`config.mk`:
```
export PLATFORM = sky130hd
export DESIGN_NAME = dynode_energy_int
export DESIGN_NICKNAME = d
export VERILOG_FILES = /design/src/rtl/dynode_energy_int.sv
export SDC_FILE = /design/constraint.sdc
export NUM_CORES = 1
export LEC_CHECK = 0
export CAP_MARGIN = 30
export CORE_UTILIZATION = 37
export DETAILED_ROUTE_END_ITERATION = 8
export PLACE_DENSITY = 0.69
export SLEW_MARGIN = 20
export SYNTH_ARGS = -nofsm -noshare
export SYNTH_HDL_FRONTEND = slang
export SYNTH_SLANG_ARGS = --single-unit
```
`constraint.sdc`:
```
create_clock -name clk -period 8.6 [get_ports clk]
set_input_delay 1.72 -clock clk [delete_from_list [all_inputs] [get_ports clk]]
set_output_delay 1.72 -clock clk [all_outputs]
set_load 0.05 [all_outputs]
```
`src/rtl/dynode_energy_int.sv`:
```
// dynode_energy_int
// Baseline-corrected energy integrator for one dynode channel. On the rising
// edge of dyn_event it latches the 8.8 baseline and the window length, sums
// (sample*256 - baseline) over the window, then publishes a clamped energy
// word (LSB = 1/4 ADC count) with a one-cycle valid strobe, a pileup flag and
// a saturating event counter.
//
// Build option: define DYN_EINT_PUABORT_EN to abort an event on any pileup
// seen during integration (no strobe, outputs untouched).
module dynode_energy_int #(
    parameter int CNTW = 16
) (
    input  logic            clk,
    input  logic            reset_n,
    input  logic            dyn_event,
    input  logic            dyn_pileup,
    input  logic [7:0]      dyn_adcdly,
    input  logic [15:0]     dyn_curval,
    input  logic [5:0]      intlen,
    output logic [15:0]     dyn_energy,
    output logic            dyn_energy_valid,
    output logic            dyn_energy_pu,
    output logic            dyn_busy,
    output logic [CNTW-1:0] dyn_evcnt
);

    localparam logic [1:0] S_IDLE  = 2'd0;
    localparam logic [1:0] S_INTEG = 2'd1;
    localparam logic [1:0] S_DONE  = 2'd2;
    localparam logic [1:0] S_HOLD  = 2'd3;

    logic [1:0]         state;
    logic               event_d;
    logic               event_rise;
    logic signed [23:0] acc;
    logic [6:0]         cnt;
    logic [15:0]        bl;
    logic               pu;
    logic signed [16:0] diff;
    logic signed [23:0] diff_ext;

    // Negative totals clamp to zero; the positive range never exceeds 22 bits,
    // so bits [21:6] give the quarter-LSB energy directly.
    function automatic logic [15:0] clamp_energy(input logic signed [23:0] a);
        return a[23] ? 16'h0000 : a[21:6];
    endfunction

    // Event counter sticks at all-ones rather than wrapping.
    function automatic logic [CNTW-1:0] sat_inc(input logic [CNTW-1:0] c);
        return (&c) ? c : c + {{(CNTW-1){1'b0}}, 1'b1};
    endfunction

    assign event_rise = dyn_event & ~event_d;
    assign dyn_busy   = (state != S_IDLE);

    // Per-sample baseline-corrected contribution, sign-extended to the accumulator.
    always_comb begin
        diff     = $signed({1'b0, dyn_adcdly, 8'h00}) - $signed({1'b0, bl});
        diff_ext = {{7{diff[16]}}, diff};
    end

    // Control FSM, accumulator and published result registers.
    always_ff @(posedge clk) begin
        if (!reset_n) begin
            state            <= S_IDLE;
            event_d          <= 1'b0;
            acc              <= '0;
            cnt              <= '0;
            bl               <= '0;
            pu               <= 1'b0;
            dyn_energy       <= '0;
            dyn_energy_valid <= 1'b0;
            dyn_energy_pu    <= 1'b0;
            dyn_evcnt        <= '0;
        end else begin
            event_d          <= dyn_event;
            dyn_energy_valid <= 1'b0;
            case (state)
                S_IDLE: begin
                    if (event_rise) begin
                        bl    <= dyn_curval;
                        cnt   <= (intlen == 6'd0) ? 7'd64 : {1'b0, intlen};
                        acc   <= '0;
                        pu    <= 1'b0;
                        state <= S_INTEG;
                    end
                end
                S_INTEG: begin
                    acc <= acc + diff_ext;
                    cnt <= cnt - 7'd1;
                    pu  <= pu | dyn_pileup;
`ifdef DYN_EINT_PUABORT_EN
                    if (dyn_pileup)
                        state <= S_HOLD;
                    else if (cnt == 7'd1)
                        state <= S_DONE;
`else
                    if (cnt == 7'd1)
                        state <= S_DONE;
`endif
                end
                S_DONE: begin
                    // With pileup abort enabled, pu is necessarily clear here.
                    dyn_energy       <= clamp_energy(acc);
                    dyn_energy_pu    <= pu;
                    dyn_energy_valid <= 1'b1;
                    dyn_evcnt        <= sat_inc(dyn_evcnt);
                    state            <= S_HOLD;
                end
                S_HOLD: begin
                    if (!dyn_event)
                        state <= S_IDLE;
                end
                default: state <= S_IDLE;
            endcase
        end
    end

endmodule

```
==> impl_metrics.ini, run 1 <==
[die]
start_util = 0.3818
top_level_ports = 69
die_y_um = 119.1
die-area_um2 = 14190
rows = 42
die_w_um = 119.1
core_region_area_um2 = 13300

[detailed_routing]
dr.pass1.iters = 5
ant_nets = 0
via_count = 4441
wirelength_mm = 11.83
drc_errors = 0
wl_per_cell_um = 13.66
drtIter0Drc = 231
viasPerCell = 5.128

[synth]
syn-num-nets = 699
synth_top_family_by_area = simple AND/OR/NAND/NOR gates
netlist_area_um2 = 5076
yosys.area_share.simple = 0.2315
async_flop_share = 0
netlist_top_cells_area = dfxtp_1, ha_1, a21oi_1, nand2_1, xnor2_1
synth_edf_count = 0
synthFlopType = dfxtp_1
ys_ff_latch = 85
yosysSeqAreaShare = 0.3352
synth.most_common_cell = dfxtp_1
synth_mux_area_frac = 0.01799
ys_types = 61
ys.warnings.count = 0
synthCells = 624
synthXorXnorAreaFrac = 0.07592
yosysTopAreaCell = dfxtp_1
synth_compound_area_frac = 0.1997
syn_area_per_cell_um2 = 8.135
synthAdderAreaFrac = 0.1025
synth_common_cells = dfxtp_1, nand2_1, a21oi_1, nor2_1, ha_1
synth.top_cell.area_share = 0.3352

[global_routing]
grt_use_total = 0.1724
grt_pass1_wl_mm = 19.75
overflow = 0
grt_max_degree = 37
antenna_found_initial = 0
grt_pass1_vias = 4369

[sta]
tightest_slew_ns = 0.7702
timing.final.crit_share = 0.6246
fin_worst_skew_ns = 0.007242
hold_violations = 0
rsz0062_at_grt = false
worst_slack_ns = 3.229
fin_setup_tns_ns = 0
slew_violations = 0
period_needed_ns = 5.371
slew_headroom = 0.4848
setup_viol = 0
fmax_mhz = 186.2

[power]
pwr-share-clk = 0.225
pwr-share-seq = 0.291
switching_share = 0.4087
internal_power_w = 0.001065
power_frac_comb = 0.484
power_leakage_nw = 2.494
switching_power_w = 0.0007358
peakVddDrop_mv = 0.1342
pwr_density_cell_nw_per_um2 = 288.1

[setup_path]
critPathArrivalTime_ns = 5.66
path_class = in2reg
end_kind = register
startpoint_type = input port
cp_max_fo = 11
crit_required_ns = 8.89

[cells_and_area]
fin_area_um2 = 6248
nets = 760
area_growth_syn_to_layout_pct = 23.10
antenna_cells = 0
fillers = 1303
drive_gt1_frac = 0.04928

[placed_design]
gp_congestion = 0.8797
port_buffers = 68
hpwl_mm = 8.768
dpl_cell_area_um2 = 5928
dp_slack_ns = 2.880

[clocking]
clkLatencyLatePin_ns = 0.34
clkSinkCount = 85
htree_levels = 3
cts_buffers = 9
clk_path_buf_depth = 2
cts_resized = 0
cts_hold_buf = 0
cts-root-buf = clkbuf_16
cts_tree = built
cts_setup_buffers = 0
clk_pin_slew_ns = 0.06

[run_status]
status = finished, final reports clean

[worst_hold_path]
hold_path.class = reg2reg

[job]
drv_cap = 0
[worst max-delay path, stage by stage]
cell             delay, ns
clkdlybuf4s50_1       0.41
ha_1                  0.35
a211o_1               0.30
o211ai_2              0.13
a31oi_4               0.15
o41ai_4               0.65
ha_1                  0.41
and3_1                0.25
and2_1                0.18
a21bo_1               0.17
a21oi_1               0.12
a2111o_1              0.46
a221oi_1              0.26
a21o_1                0.11
[cells in the final DEF (no fill, tap or decap), types with 4 or more instances in the layout]
master | netlist | final
o21bai_1 | 4 | 4
nand3_1 | 12 | 12
a211oi_1 | 4 | 4
and4_1 | 4 | 4
nand4_1 | 9 | 9
o21ai_1 | 18 | 18
nor2_1 | 52 | 52
dfxtp_1 | 85 | 85
xnor2_1 | 23 | 23
a22oi_1 | 7 | 7
xor2_1 | 21 | 21
inv_1 | 27 | 26
a31oi_1 | 7 | 7
and2_1 | 9 | 9
nand2b_1 | 14 | 14
a21oi_1 | 67 | 67
mux2i_1 | 8 | 8
o21a_1 | 4 | 4
a21o_1 | 13 | 13
nand3b_1 | 13 | 13
nor2b_1 | 12 | 12
clkdlybuf4s50_1 | 0 | 68
o21ai_0 | 11 | 11
clkbuf_16 | 0 | 9
nand2_1 | 80 | 80
ha_1 | 40 | 40
nor3_1 | 13 | 13
[final timing paths]
path	slack, ns	cells after the start	endpoint	from
worst max-delay path	3.23	14	acc[23]$_SDFFE_PN0P_	dyn_adcdly[1]
worst min-delay path	0.45	2	bl[11]$_SDFFE_PN0P_	bl[11]$_SDFFE_PN0P_
worst max register to register	4.68	14	acc[23]$_SDFFE_PN0P_	bl[9]$_SDFFE_PN0P_
worst min register to register	0.45	2	bl[11]$_SDFFE_PN0P_	bl[11]$_SDFFE_PN0P_
[registers in the layout, indices dropped and copies added (netlist names)]
register,count
pu,1
event_d,1
acc,24
dyn_energy,16
cnt,7
dyn_energy_pu,1
dyn_energy_valid,1
state,2
bl,16
dyn_evcnt,16
[metal layers]
layer  wire length [um]  vias up  GRT usage
li1                   -     2306          -
met1               5401     2022     0.2014
met2               5695       96     0.2994
met3                501       17    0.03975
met4                234        0    0.07516
met5                  0        -          0
[power groups by stage]
stage               clock network, W  logic [W]  registers, W
floorplan                          0   0.000670      0.000529
global placement                   0   0.000835      0.000529
CTS                         0.000415   0.000867      0.000524
detailed placement                 0   0.000862      0.000532
global route                0.000430   0.000972      0.000534
finish                      0.000405   0.000871      0.000525
[kinds of logic (layout without fill, tap and decap cells)]
group | count (synthesis) | count (layout)
mux | 9 | 9
simple gates | 236 | 236
fa+ha+maj | 41 | 41
compound gates | 159 | 159
xor+xnor | 44 | 44
buf+inv | 50 | 116
flops | 85 | 85
[through the flow]
| step | total power (W) | hold slack [ns] | utilization | std cells |
|---|---|---|---|---|
| detailed placement | 0.001395 | 0.4466 | 0.4459 | 849 |
| global route | 0.001936 | 0.4725 | 0.4700 | 866 |
| floorplan | 0.001200 | 0.4362 | - | 624 |
| global placement | 0.001364 | 0.4441 | 0.4444 | 848 |
| finish | 0.001800 | 0.4547 | 0.4700 | 866 |
| CTS | 0.001805 | 0.4551 | 0.4694 | 865 |
[area by class of cell]
type | instances | area, um2 | area share
multi-input cells | 489 | 3186 | 0.5098
flip-flops and latches | 85 | 1702 | 0.2723
repair buffers | 72 | 723.2 | 0.1157
clock buffers | 13 | 270.3 | 0.04325
well taps | 176 | 220.2 | 0.03524
inverters | 28 | 105.1 | 0.01682
clock inverters | 3 | 42.54 | 0.006808
Power figures use the tool's default switching activity.
==> inputs of run 2 (changes only) <==
==> constraint.sdc (replaced) <==
create_clock -name clk -period 5 [get_ports clk]
set_input_delay 1 -clock clk [delete_from_list [all_inputs] [get_ports clk]]
set_output_delay 1 -clock clk [all_outputs]
set_load 0.05 [all_outputs]
==> impl_metrics.ini, run 2 (synthesis results as in run 1) <==
[die]
die_w_um = 119.1
die-area_um2 = 14190
die_y_um = 119.1
rows = 42
start_util = 0.3818
core_region_area_um2 = 13300
top_level_ports = 69

[detailed_routing]
dr.pass1.iters = 6
wl_per_cell_um = 13.61
wirelength_mm = 11.80
drc_errors = 0
viasPerCell = 5.210
via_count = 4517
drtIter0Drc = 297
ant_nets = 0

[cells_and_area]
drive_gt1_frac = 0.05210
multi_input_area_um2 = 3186
area_growth_syn_to_layout_pct = 23.66
most-common-layout-cells = dfxtp_1, nand2_1, clkdlybuf4s50_1
fillers = 1317
fin_area_um2 = 6277
final_common_cell = dfxtp_1
largest_reg_flops = 24
seqCellArea_um2 = 1702
top_register = acc
nets = 761
antenna_cells = 0

[setup_path]
crit_chain = clkdlybuf4s50_1 > ha_1 > a211o_1 > o211ai_2 > nand2_1 > o21a_1 > o21ai_1 > nand2b_1 > a21oi_1 > xnor2_1 > ha_1 > and3_1 > and2_1 > a21bo_1 > a21oi_1 > nand4_1 > a221oi_1 > a21o_1
path_buf_inv = 1
critical-path-top-delay-family = compound AO/OA/AOI/OAI gates
cp_max_fo = 6
r2r_slack_ns = 1.16
startpoint_type = input port
critPathArrivalTime_ns = 4.85
end_kind = register
slowest_delay_ns = 0.40
path_class = in2reg
crit_required_ns = 5.30
crit_slowest_cell = clkdlybuf4s50_1

[global_routing]
grt_util_met1 = 0.2170
grt_pass1_vias = 4405
grt_pass1_wl_mm = 20.29
grt.busiest_layer = met2
overflow = 0
grtUsageMet2 = 0.2998
grt_use_total = 0.1761
antenna_found_initial = 0
grt_max_degree = 57
use_met3 = 0.03879

[clocking]
htree_levels = 3
cts_setup_buffers = 0
clk_path_buf_depth = 2
clkSinkCount = 85
cts_hold_buf = 0
cts_tree = built
cts_buffers = 9
cts-root-buf = clkbuf_16
clk_pin_slew_ns = 0.06
clkLatencyLatePin_ns = 0.35
cts_resized = 0

[power]
peakVddDrop_mv = 0.2056
finalPower_w = 0.003181
pwr_density_cell_nw_per_um2 = 506.7
power_leakage_nw = 2.513

[run_status]
status = finished, final reports clean

[sta]
setup_viol = 0
worst_slack_ns = 0.4441
hold_violations = 0
fmax_mhz = 219.5
slew_headroom = 0.5422
fin_setup_tns_ns = 0
tightest_slew_ns = 0.6822
timing.final.crit_share = 0.9112
rsz0062_at_grt = false
fin_worst_skew_ns = 0.003744
period_needed_ns = 4.556
slew_violations = 0

[job]
drv_cap = 0

[placed_design]
port_buffers = 68
hpwl_mm = 8.677
dp_slack_ns = 0.1263
gp_congestion = 0.9414
dpl_cell_area_um2 = 5931

[worst_hold_path]
hold_path.class = reg2reg
## run 2: path summary, 6_finish.rpt
check / from / endpoint / depth (start not counted)
min: bl[8]$_SDFFE_PN0P_ / bl[8]$_SDFFE_PN0P_ / 2
max: dyn_adcdly[1] / acc[23]$_SDFFE_PN0P_ / 18
min reg2reg: bl[8]$_SDFFE_PN0P_ / bl[8]$_SDFFE_PN0P_ / 2
max reg2reg: bl[9]$_SDFFE_PN0P_ / acc[23]$_SDFFE_PN0P_ / 18
## run 2: cell type report
class                      instances  area share
clock buffer                       9     0.03588
clock inverter                     7     0.01933
inverter                          28     0.01674
multi-input combinational        489      0.5075
sequential                        85      0.2711
tap                              176     0.03508
timing repair buffer              73      0.1144
## run 2: metrics by stage
stage | utilization | hold WS, ns | cells
finish | 0.4721 | 0.4548 | 867
global placement | 0.4461 | 0.4444 | 851
global route | 0.4721 | 0.4803 | 867
CTS | 0.4721 | 0.4590 | 867
detailed placement | 0.4461 | 0.4502 | 851
floorplan | - | 0.4362 | 624
## run 2: report_power, final
part / switching [W] / leakage, nW / total, W / internal, W
Clock: 0.000287 / 0.170 / 0.000778 / 0.000491
Combinational: 0.000886 / 1.65 / 0.00150 / 0.000616
Sequential: 0.000111 / 0.690 / 0.000900 / 0.000789
## run 2: worst reg2reg max path, cell delays in order, from the launching register on
cell and delay, ns:
dfxtp_1 0.33, inv_1 0.04, ha_1 0.33, a211o_1 0.30, o211ai_2 0.12, nand2_1 0.11
o21a_1 0.20, o21ai_1 0.13, nand2b_1 0.07, a21oi_1 0.17, xnor2_1 0.09, ha_1 0.39
and3_1 0.26, and2_1 0.16, a21bo_1 0.19, a21oi_1 0.32, nand4_1 0.18, a221oi_1 0.29
a21o_1 0.11
## run 2: layer usage
layer / vias to the layer above / wire [um]
met5: - / 0
met4: 0 / 230
met3: 16 / 531
met2: 110 / 5678
met1: 2078 / 5360
li1: 2313 / -
==> inputs of run 3 (changes only) <==
--- a/config.mk
+++ b/config.mk
@@ -8,6 +8,7 @@
 export CAP_MARGIN = 30
 export CORE_UTILIZATION = 37
 export DETAILED_ROUTE_END_ITERATION = 8
+export GPL_TIMING_DRIVEN = 0
 export PLACE_DENSITY = 0.69
 export SLEW_MARGIN = 20
 export SYNTH_ARGS = -nofsm -noshare
==> impl_metrics.ini, run 3 (synthesis results as in run 1) <==
[die]
core_region_area_um2 = 13300
die_w_um = 119.1
die_y_um = 119.1
die-area_um2 = 14190
start_util = 0.3818
rows = 42
top_level_ports = 69

[setup_path]
cp_max_fo = 11
startpoint_type = input port
cp.depth = 14
cp_common_cell = ha_1
crit_slowest_cell = o41ai_4
path_buf_inv = 1
slowest_delay_ns = 0.66
crit_required_ns = 5.30
critical-path-top-delay-family = compound AO/OA/AOI/OAI gates
r2r_slack_ns = 1.07
r2r.worst_path.cells = 14
crit_chain = clkdlybuf4s50_1 > ha_1 > a211o_1 > o211ai_2 > a31oi_4 > o41ai_4 > ha_1 > and3_1 > and2_1 > a21bo_1 > a21oi_1 > a2111o_1 > a221oi_1 > a21o_1
path_class = in2reg
end_kind = register
critPathArrivalTime_ns = 4.95

[detailed_routing]
wl_per_cell_um = 13.92
ant_nets = 0
drc_errors = 0
wirelength_mm = 12.30
via_count = 4608
drtIter0Drc = 232
dr.pass1.iters = 5
viasPerCell = 5.219

[global_routing]
grt_use_total = 0.1820
antenna_found_initial = 0
overflow = 0
grt_max_degree = 15
use_met3 = 0.04598
grt_pass1_wl_mm = 20.63
grt.busiest_layer = met2
grt_pass1_vias = 4453
grtUsageMet2 = 0.3129
grt_util_met1 = 0.2169

[sta]
timing.final.crit_share = 0.9304
period_needed_ns = 4.652
tightest_slew_ns = 0.7872
fin_worst_skew_ns = 0.01037
hold_violations = 0
setup_viol = 0
slew_violations = 0
slew_headroom = 0.4734
fmax_mhz = 215.0
rsz0062_at_grt = false
worst_slack_ns = 0.3478

[clocking]
clk_path_buf_depth = 2
htree_levels = 3
cts_resized = 0
cts_hold_buf = 0
clkLatencyLatePin_ns = 0.35
cts_tree = built
clk_pin_slew_ns = 0.07
clkSinkCount = 85
cts-root-buf = clkbuf_16
cts_buffers = 9
cts_setup_buffers = 0

[power]
power_leakage_nw = 2.491
pwr_density_cell_nw_per_um2 = 496.0
peakVddDrop_mv = 0.2063

[run_status]
status = finished, final reports clean

[worst_hold_path]
hold_path.class = reg2reg
whs_path_depth = 2

[cells_and_area]
seqCellArea_um2 = 1702
final_common_cell = dfxtp_1
antenna_cells = 0
fillers = 1273
area_growth_syn_to_layout_pct = 23.51
most-common-layout-cells = dfxtp_1, nand2_1, a21oi_1, clkdlybuf4s50_1, nor2_1
multi_input_area_um2 = 3186
largest_reg_flops = 24
drive_gt1_frac = 0.04243
top_register = acc
nets = 777
instances_no_fill = 883
finalCoreUtilization = 0.4716

[placed_design]
dp_slack_ns = -0.01172
gp_congestion = 0.9177
dp_cells = 867
port_buffers = 67
hpwl_mm = 9.386

[job]
drv_cap = 0
run 3: layout make-up:
class                      instances  share of cell area
timing repair buffer              67              0.1070
multi-input combinational        489              0.5081
sequential                        85              0.2714
clock inverter                     5            0.009579
clock buffer                      11             0.03871
tap                              176             0.03512
buffer                            22             0.01337
inverter                          28             0.01676
run 3: worst paths after layout:
path / startpoint / to
max: dyn_adcdly[1] / acc[23]$_SDFFE_PN0P_
max reg2reg: bl[9]$_SDFFE_PN0P_ / acc[23]$_SDFFE_PN0P_
min: bl[13]$_SDFFE_PN0P_ / bl[13]$_SDFFE_PN0P_
min reg2reg: bl[13]$_SDFFE_PN0P_ / bl[13]$_SDFFE_PN0P_
run 3: power breakdown:
part	internal [W]	switching, W
clock network	0.000402	0.000288
logic	0.000615	0.000910
registers	0.000789	0.000107
run 3: routing by layer:
layer | vias to the layer above | part of all wire
met1 | 2115 | 0.46
met4 | 0 | 0.024
met3 | 25 | 0.048
met5 | - | 0
met2 | 120 | 0.47
li1 | 2348 | -
run 3: stage by stage:
stage	TNS, ns	hold slack (ns)	instance area [um2]	total power, W
after floorplan	0	0.4362	5076	0.002063
after global placement	0	0.4436	5967	0.002365
after detailed placement	-0.01172	0.4475	5967	0.002418
after CTS	0	0.4560	6270	0.003114
after global routing	0	0.4831	6270	0.003338
final	0	0.4547	6270	0.003110
run 3: worst register-to-register path: cells and delay by family, from the launching register on:
family / cells / cell delay (ns)
adder cells (fa/ha/maj): 2 / 0.74
flip-flops: 1 / 0.32
buffers and inverters: 1 / 0.04
AND/OR/NAND/NOR: 2 / 0.42
AO/OA/AOI/OAI: 9 / 2.36
==> edit 1 (settings of run 3) <==
Set the parameter `CNTW` to 32 (it was 16).
--- a/src/rtl/dynode_energy_int.sv
+++ b/src/rtl/dynode_energy_int.sv
@@ -9,5 +9,5 @@
 // seen during integration (no strobe, outputs untouched).
 module dynode_energy_int #(
-    parameter int CNTW = 16
+    parameter int CNTW = 32
 ) (
     input  logic            clk,
Interface: changed (resized dyn_evcnt); port bits go from 69 to 85. No check against the original RTL was run, so the function may have changed too.
==> edit 1 against run 3 <==
Cell area up 18%; total power up 1.7%; synthesized area up 17%; largest cell class unchanged; worst hold slack better by 0.010 ns; worst setup slack worse by 0.013 ns; critical path depth unchanged; highest routed layer unchanged; sequential cell count up 16; routed wire length up 9.6%.
==> edit 1: results (changes against run 3) <==
- Run status: completed (unchanged)
- Worst path slowest cell: sky130_fd_sc_hd__o41ai_1 (was sky130_fd_sc_hd__o41ai_4)
- Root buf cell: sky130_fd_sc_hd__clkbuf_16 (unchanged)
- Count of unique library cells instantiated by Yosys: 62 (was 61)
- Top cells by area in the synthesized netlist: sky130_fd_sc_hd__dfxtp_1 (34%), sky130_fd_sc_hd__ha_1 (8.4%), sky130_fd_sc_hd__xnor2_1 (6.9%) (was sky130_fd_sc_hd__dfxtp_1 (34%), sky130_fd_sc_hd__ha_1 (9.9%), sky130_fd_sc_hd__a21oi_1 (6.6%))
- Number of port buffers: 83 (was 67)
- First DRT Iteration DRCs: 254 (was 232)
- Vias per std cell: 4.924 (was 5.219)
- Placed Cells incl. Taps: 1,016 (was 867)
- Maximum resistive drop on vdd: 205.2 uV (was 206.3 uV)
- Share of synthesized area occupied by flip-flops and latches: 33.92% (was 33.52%)
- Launching element of the worst setup path: dyn_adcdly[0] (was dyn_adcdly[1])
- Critical path's top delay family: compound AO/OA/AOI/OAI gates (unchanged)
- Commonest cells post-synth: sky130_fd_sc_hd__dfxtp_1 (101), sky130_fd_sc_hd__nand2_1 (88), sky130_fd_sc_hd__xnor2_1 (47), sky130_fd_sc_hd__and2_1 (42), sky130_fd_sc_hd__ha_1 (40) (was sky130_fd_sc_hd__dfxtp_1 (85), sky130_fd_sc_hd__nand2_1 (80), sky130_fd_sc_hd__a21oi_1 (67), sky130_fd_sc_hd__nor2_1 (52), sky130_fd_sc_hd__ha_1 (40))
- Number of global-route vias before repair: 4,636 (was 4,453)
- Maximum number of pins on one net before global-route repair: 19 (was 15)
- Slowest cell delay on critical path: 0.48 ns (was 0.66 ns)
- Total half-perimeter wirelength after legalization and detailed placement: 10.31 mm (was 9.386 mm)
- FF-to-FF path depth: 15 (was 14)
- Critical R2R Launch: bl[0] (was bl[9])
- Average wire length per cell after detail routing: 13.06 um (was 13.92 um)
- Number of cells produced by synthesis: 717 (was 624)
- Worst path arrival time: 4.91 ns (was 4.95 ns)
- Maximum fanout along the worst path: 9 (was 11)
- Total number of nets in the final design: 886 (was 777)
- Leak Pwr: 2.755 nW (was 2.491 nW)
- RD Place Congestion: 0.8853 (was 0.9177)
- Switching pwr: 1.275 mW (was 1.304 mW)
- Pin slew with the least headroom to its limit: 0.5651 ns (was 0.7872 ns)
- Global router's overall resource usage: 17.00% (was 18.20%)
==> edit 1: worst min-delay path, stage by stage (launching register included) <==
cell                       delay, ns
sky130_fd_sc_hd__dfxtp_1        0.31
sky130_fd_sc_hd__nand2_1        0.05
sky130_fd_sc_hd__a21boi_0       0.06
==> edit 1: metrics by stage <==
step / instance area, um2 / setup slack, ns / hold slack [ns] / util, %
2_1_floorplan: 5961 / 0.8889 / 0.4315 / -
3_3_place_gp: 7062 / 0.0004672 / 0.4456 / 44.62
3_5_place_dp: 7062 / 0.01422 / 0.4585 / 44.62
4_1_cts: 7367 / 0.3703 / 0.4688 / 46.55
5_1_grt: 7367 / 0.03075 / 0.4923 / 46.55
6_report: 7367 / 0.3349 / 0.4647 / 46.55
==> edit 1: layout make-up <==
type / instances / area [um2]
inverter: 39 / 146.4
timing repair buffer: 83 / 830.8
clock buffer: 9 / 225.2
multi-input combinational: 551 / 3685
fill: 1584 / 8461
sequential: 101 / 2022
buffer: 26 / 107.6
tap: 216 / 270.3
clock inverter: 7 / 80.08
==> edit 1: how the worst min path moves through the flow <==
stage	startpoint	to	slack, ns	cells after the start
2_1_floorplan	acc[22]	acc[22]	0.43	2
3_3_place_gp	acc[22]	acc[22]	0.45	2
3_5_place_dp	bl[11]	bl[11]	0.46	2
4_1_cts	bl[8]	bl[8]	0.47	2
5_1_grt	bl[14]	bl[14]	0.49	2
6_report	bl[9]	bl[9]	0.46	2
==> edit 1: power by group through the flow <==
| stage | clock, mW | combinational [mW] | sequential [mW] |
|---|---|---|---|
| 6_report | 0.731 | 1.42 | 1.01 |
| 5_1_grt | 0.776 | 1.60 | 1.02 |
| 4_1_cts | 0.749 | 1.42 | 1.01 |
| 3_5_place_dp | 0 | 1.41 | 1.03 |
| 3_3_place_gp | 0 | 1.40 | 1.02 |
| 2_1_floorplan | 0 | 1.07 | 1.03 |
==> edit 1: kinds of logic after synthesis <==
group	Yosys count	synth area share, %
AOI/OAI and AO/OA	165	18.72
xor gates and xnor gates	56	8.228
adders and majority gates	41	8.732
buffers and inverters	65	4.261
DFF	101	33.92
muxes	6	1.008
and+or+nand+nor	283	25.13
==> edit 1: per-layer routing <==
layer / up-vias / GRT usage (%) / share of wire, %
met5: - / 0 / 0
met4: 0 / 3.529 / 0.79
met3: 11 / 3.867 / 4.7
met2: 117 / 26.90 / 43
met1: 2277 / 23.57 / 51
li1: 2677 / - / -
==> edit 2 (flow settings as in run 3) <==
Without the edit above. Reset style: asynchronous (`reset_n`), changed in one clocked block.
--- a/src/rtl/dynode_energy_int.sv
+++ b/src/rtl/dynode_energy_int.sv
@@ -61,5 +61,5 @@
 
     // Control FSM, accumulator and published result registers.
-    always_ff @(posedge clk) begin
+    always_ff @(posedge clk or negedge reset_n) begin
         if (!reset_n) begin
             state            <= S_IDLE;
Check against the original RTL: differs if reset_n is asserted again (counterexample within 4 cycles, from zero or initial values and one cycle with reset_n low); with reset_n held inactive, the same outputs for 4 cycles.
==> edit 2 against run 3 <==
Via count down 6.4%; sequential cell count unchanged; routed wire length down 4.5%; cell area up 4.6%; die area up 3.7%; synthesized area up 3.7%; worst hold slack better by 0.040 ns; worst setup slack worse by 0.068 ns; critical path type unchanged; largest cell class unchanged.
Power is left out: the tool's default activity adds up to more than one toggle a clock period on the data nets, which glitch-free logic cannot reach.
==> edit 2: results (changes against run 3) <==
- Proportion of cell area spent on the clock network: 5.379% (was 4.829%)
- Number of port buffers: 68 (was 67)
- Max-slew headroom: 54.17% (was 47.34%)
- RD Place Congestion: 0.8900 (was 0.9177)
- Footprint of the multi-input gates: 0.002922 mm2 (was 0.003186 mm2)
- Number of clock buffers in the layout: 9 (was 11)
- FF-to-FF path depth: 15 (was 14)
- Commonest cells post-synth: sky130_fd_sc_hd__dfrtp_1 (85), sky130_fd_sc_hd__nand2_1 (65), sky130_fd_sc_hd__o21ai_0 (48), sky130_fd_sc_hd__inv_1 (42), sky130_fd_sc_hd__ha_1 (40) (was sky130_fd_sc_hd__dfxtp_1 (85), sky130_fd_sc_hd__nand2_1 (80), sky130_fd_sc_hd__a21oi_1 (67), sky130_fd_sc_hd__nor2_1 (52), sky130_fd_sc_hd__ha_1 (40))
- Worst slack, placed: -0.3045 ns (was -0.01172 ns)
- Non-clock buffer area fraction after layout: 11.83% (was 12.03%)
- Number of global-route vias before repair: 4,074 (was 4,453)
- Clk slew on worst S/H paths: 0.07 ns (about the same)
- Total number of nets in the final design: 720 (was 777)
- Number of non-clock buffers: 86 (was 89)
- Setup Skew: 0.006009 ns (was 0.01037 ns)
- Number of iterations in the first detailed-routing pass: 4 (was 5)
- Layout sequential cell count: 85 (unchanged)
- Slowest cell delay on critical path: 0.53 ns (was 0.66 ns)
- Cell depth of the worst min-delay path: 1 (was 2)
- Number of combinational gates with multiple inputs: 421 (was 489)
- Maximum number of pins on one net before global-route repair: 48 (was 15)
- Global router's overall resource usage: 16.58% (was 18.20%)
- Maximum fanout along the worst path: 9 (was 11)
- Total nets after synthesis: 640 (was 699)
- Inverters: 42 (was 28)
- Wire length of the first global-routing pass: 19.39 mm (was 20.63 mm)
- Run status: completed (unchanged)
- Share of synthesized flip-flops with an asynchronous set or reset: 100.0% (was 0%)
- Max-capacitance violation count: 0 (unchanged)
- Vias per std cell: 5.196 (was 5.219)
- Share of cell area taken by flip-flops and latches: 32.42% (was 27.14%)
- Share of synthesized area occupied by flip-flops and latches: 40.40% (was 33.52%)
- Worst path slowest cell: sky130_fd_sc_hd__a221oi_4 (was sky130_fd_sc_hd__o41ai_4)
- Share of post-route cells with drive strength above 1: 8.462% (was 4.243%)
- Total half-perimeter wirelength after legalization and detailed placement: 9.063 mm (was 9.386 mm)
- Top cells by area in the synthesized netlist: sky130_fd_sc_hd__dfrtp_1 (40%), sky130_fd_sc_hd__ha_1 (9.5%), sky130_fd_sc_hd__mux2_2 (4.7%) (was sky130_fd_sc_hd__dfxtp_1 (34%), sky130_fd_sc_hd__ha_1 (9.9%), sky130_fd_sc_hd__a21oi_1 (6.6%))
## edit 2: cell types whose count changed in the layout (fill, tap and decap cells not counted), sizes merged, moves of 15 or more
cell,change
nand2,-15
a21oi,-31
mux2,+21
dfrtp,+85
o21ai,+20
dfxtp,-85
nor2,-25
inv,+17
## edit 2: final timing paths
path / start / endpoint / slack (ns)
max in group asynchronous: reset_n / cnt[3] / 3.77
min reg2reg: dyn_evcnt[10] / dyn_evcnt[10] / 0.49
max: dyn_adcdly[0] / acc[23] / 0.28
max reg2reg: bl[11] / acc[23] / 0.97
min: dyn_evcnt[10] / dyn_evcnt[10] / 0.49
min in group asynchronous: reset_n / dyn_energy[0] / 0.63
## edit 2: timing repair
item                                    in CTS  in global routing
gates resized for setup                      0                  1
setup buffers                                0                  0
endpoints found under the setup margin       0                  1
hold endpoints to repair                     0                  0
## edit 2: cell families after synthesis
kind of cell	synth area share, %
buf+inv	4.325
flops	40.40
fa+ha+maj	9.886
simple gates	14.33
mux	5.276
compound gates	18.30
xor+xnor	7.486
## edit 2: through the flow
stage	instances	hold WS, ns	util (%)	setup TNS [ns]	instance area [um2]
final	830	0.4944	47.26	0	6560
after global routing	830	0.5127	47.26	0	6560
after CTS	830	0.4960	47.18	0	6549
after detailed placement	814	0.4841	44.64	-0.3045	6196
after global placement	813	0.4714	44.46	-9.366	6171
after floorplan	565	0.4498	-	0	5265
## edit 2: layer usage
layer | part of all wire (%) | track usage, % | wire length [um]
met1 | 47 | 22.42 | 5505
met2 | 48 | 26.88 | 5590
met3 | 3.9 | 2.256 | 462
met4 | 1.5 | 6.096 | 180
met5 | 0 | 0 | 0
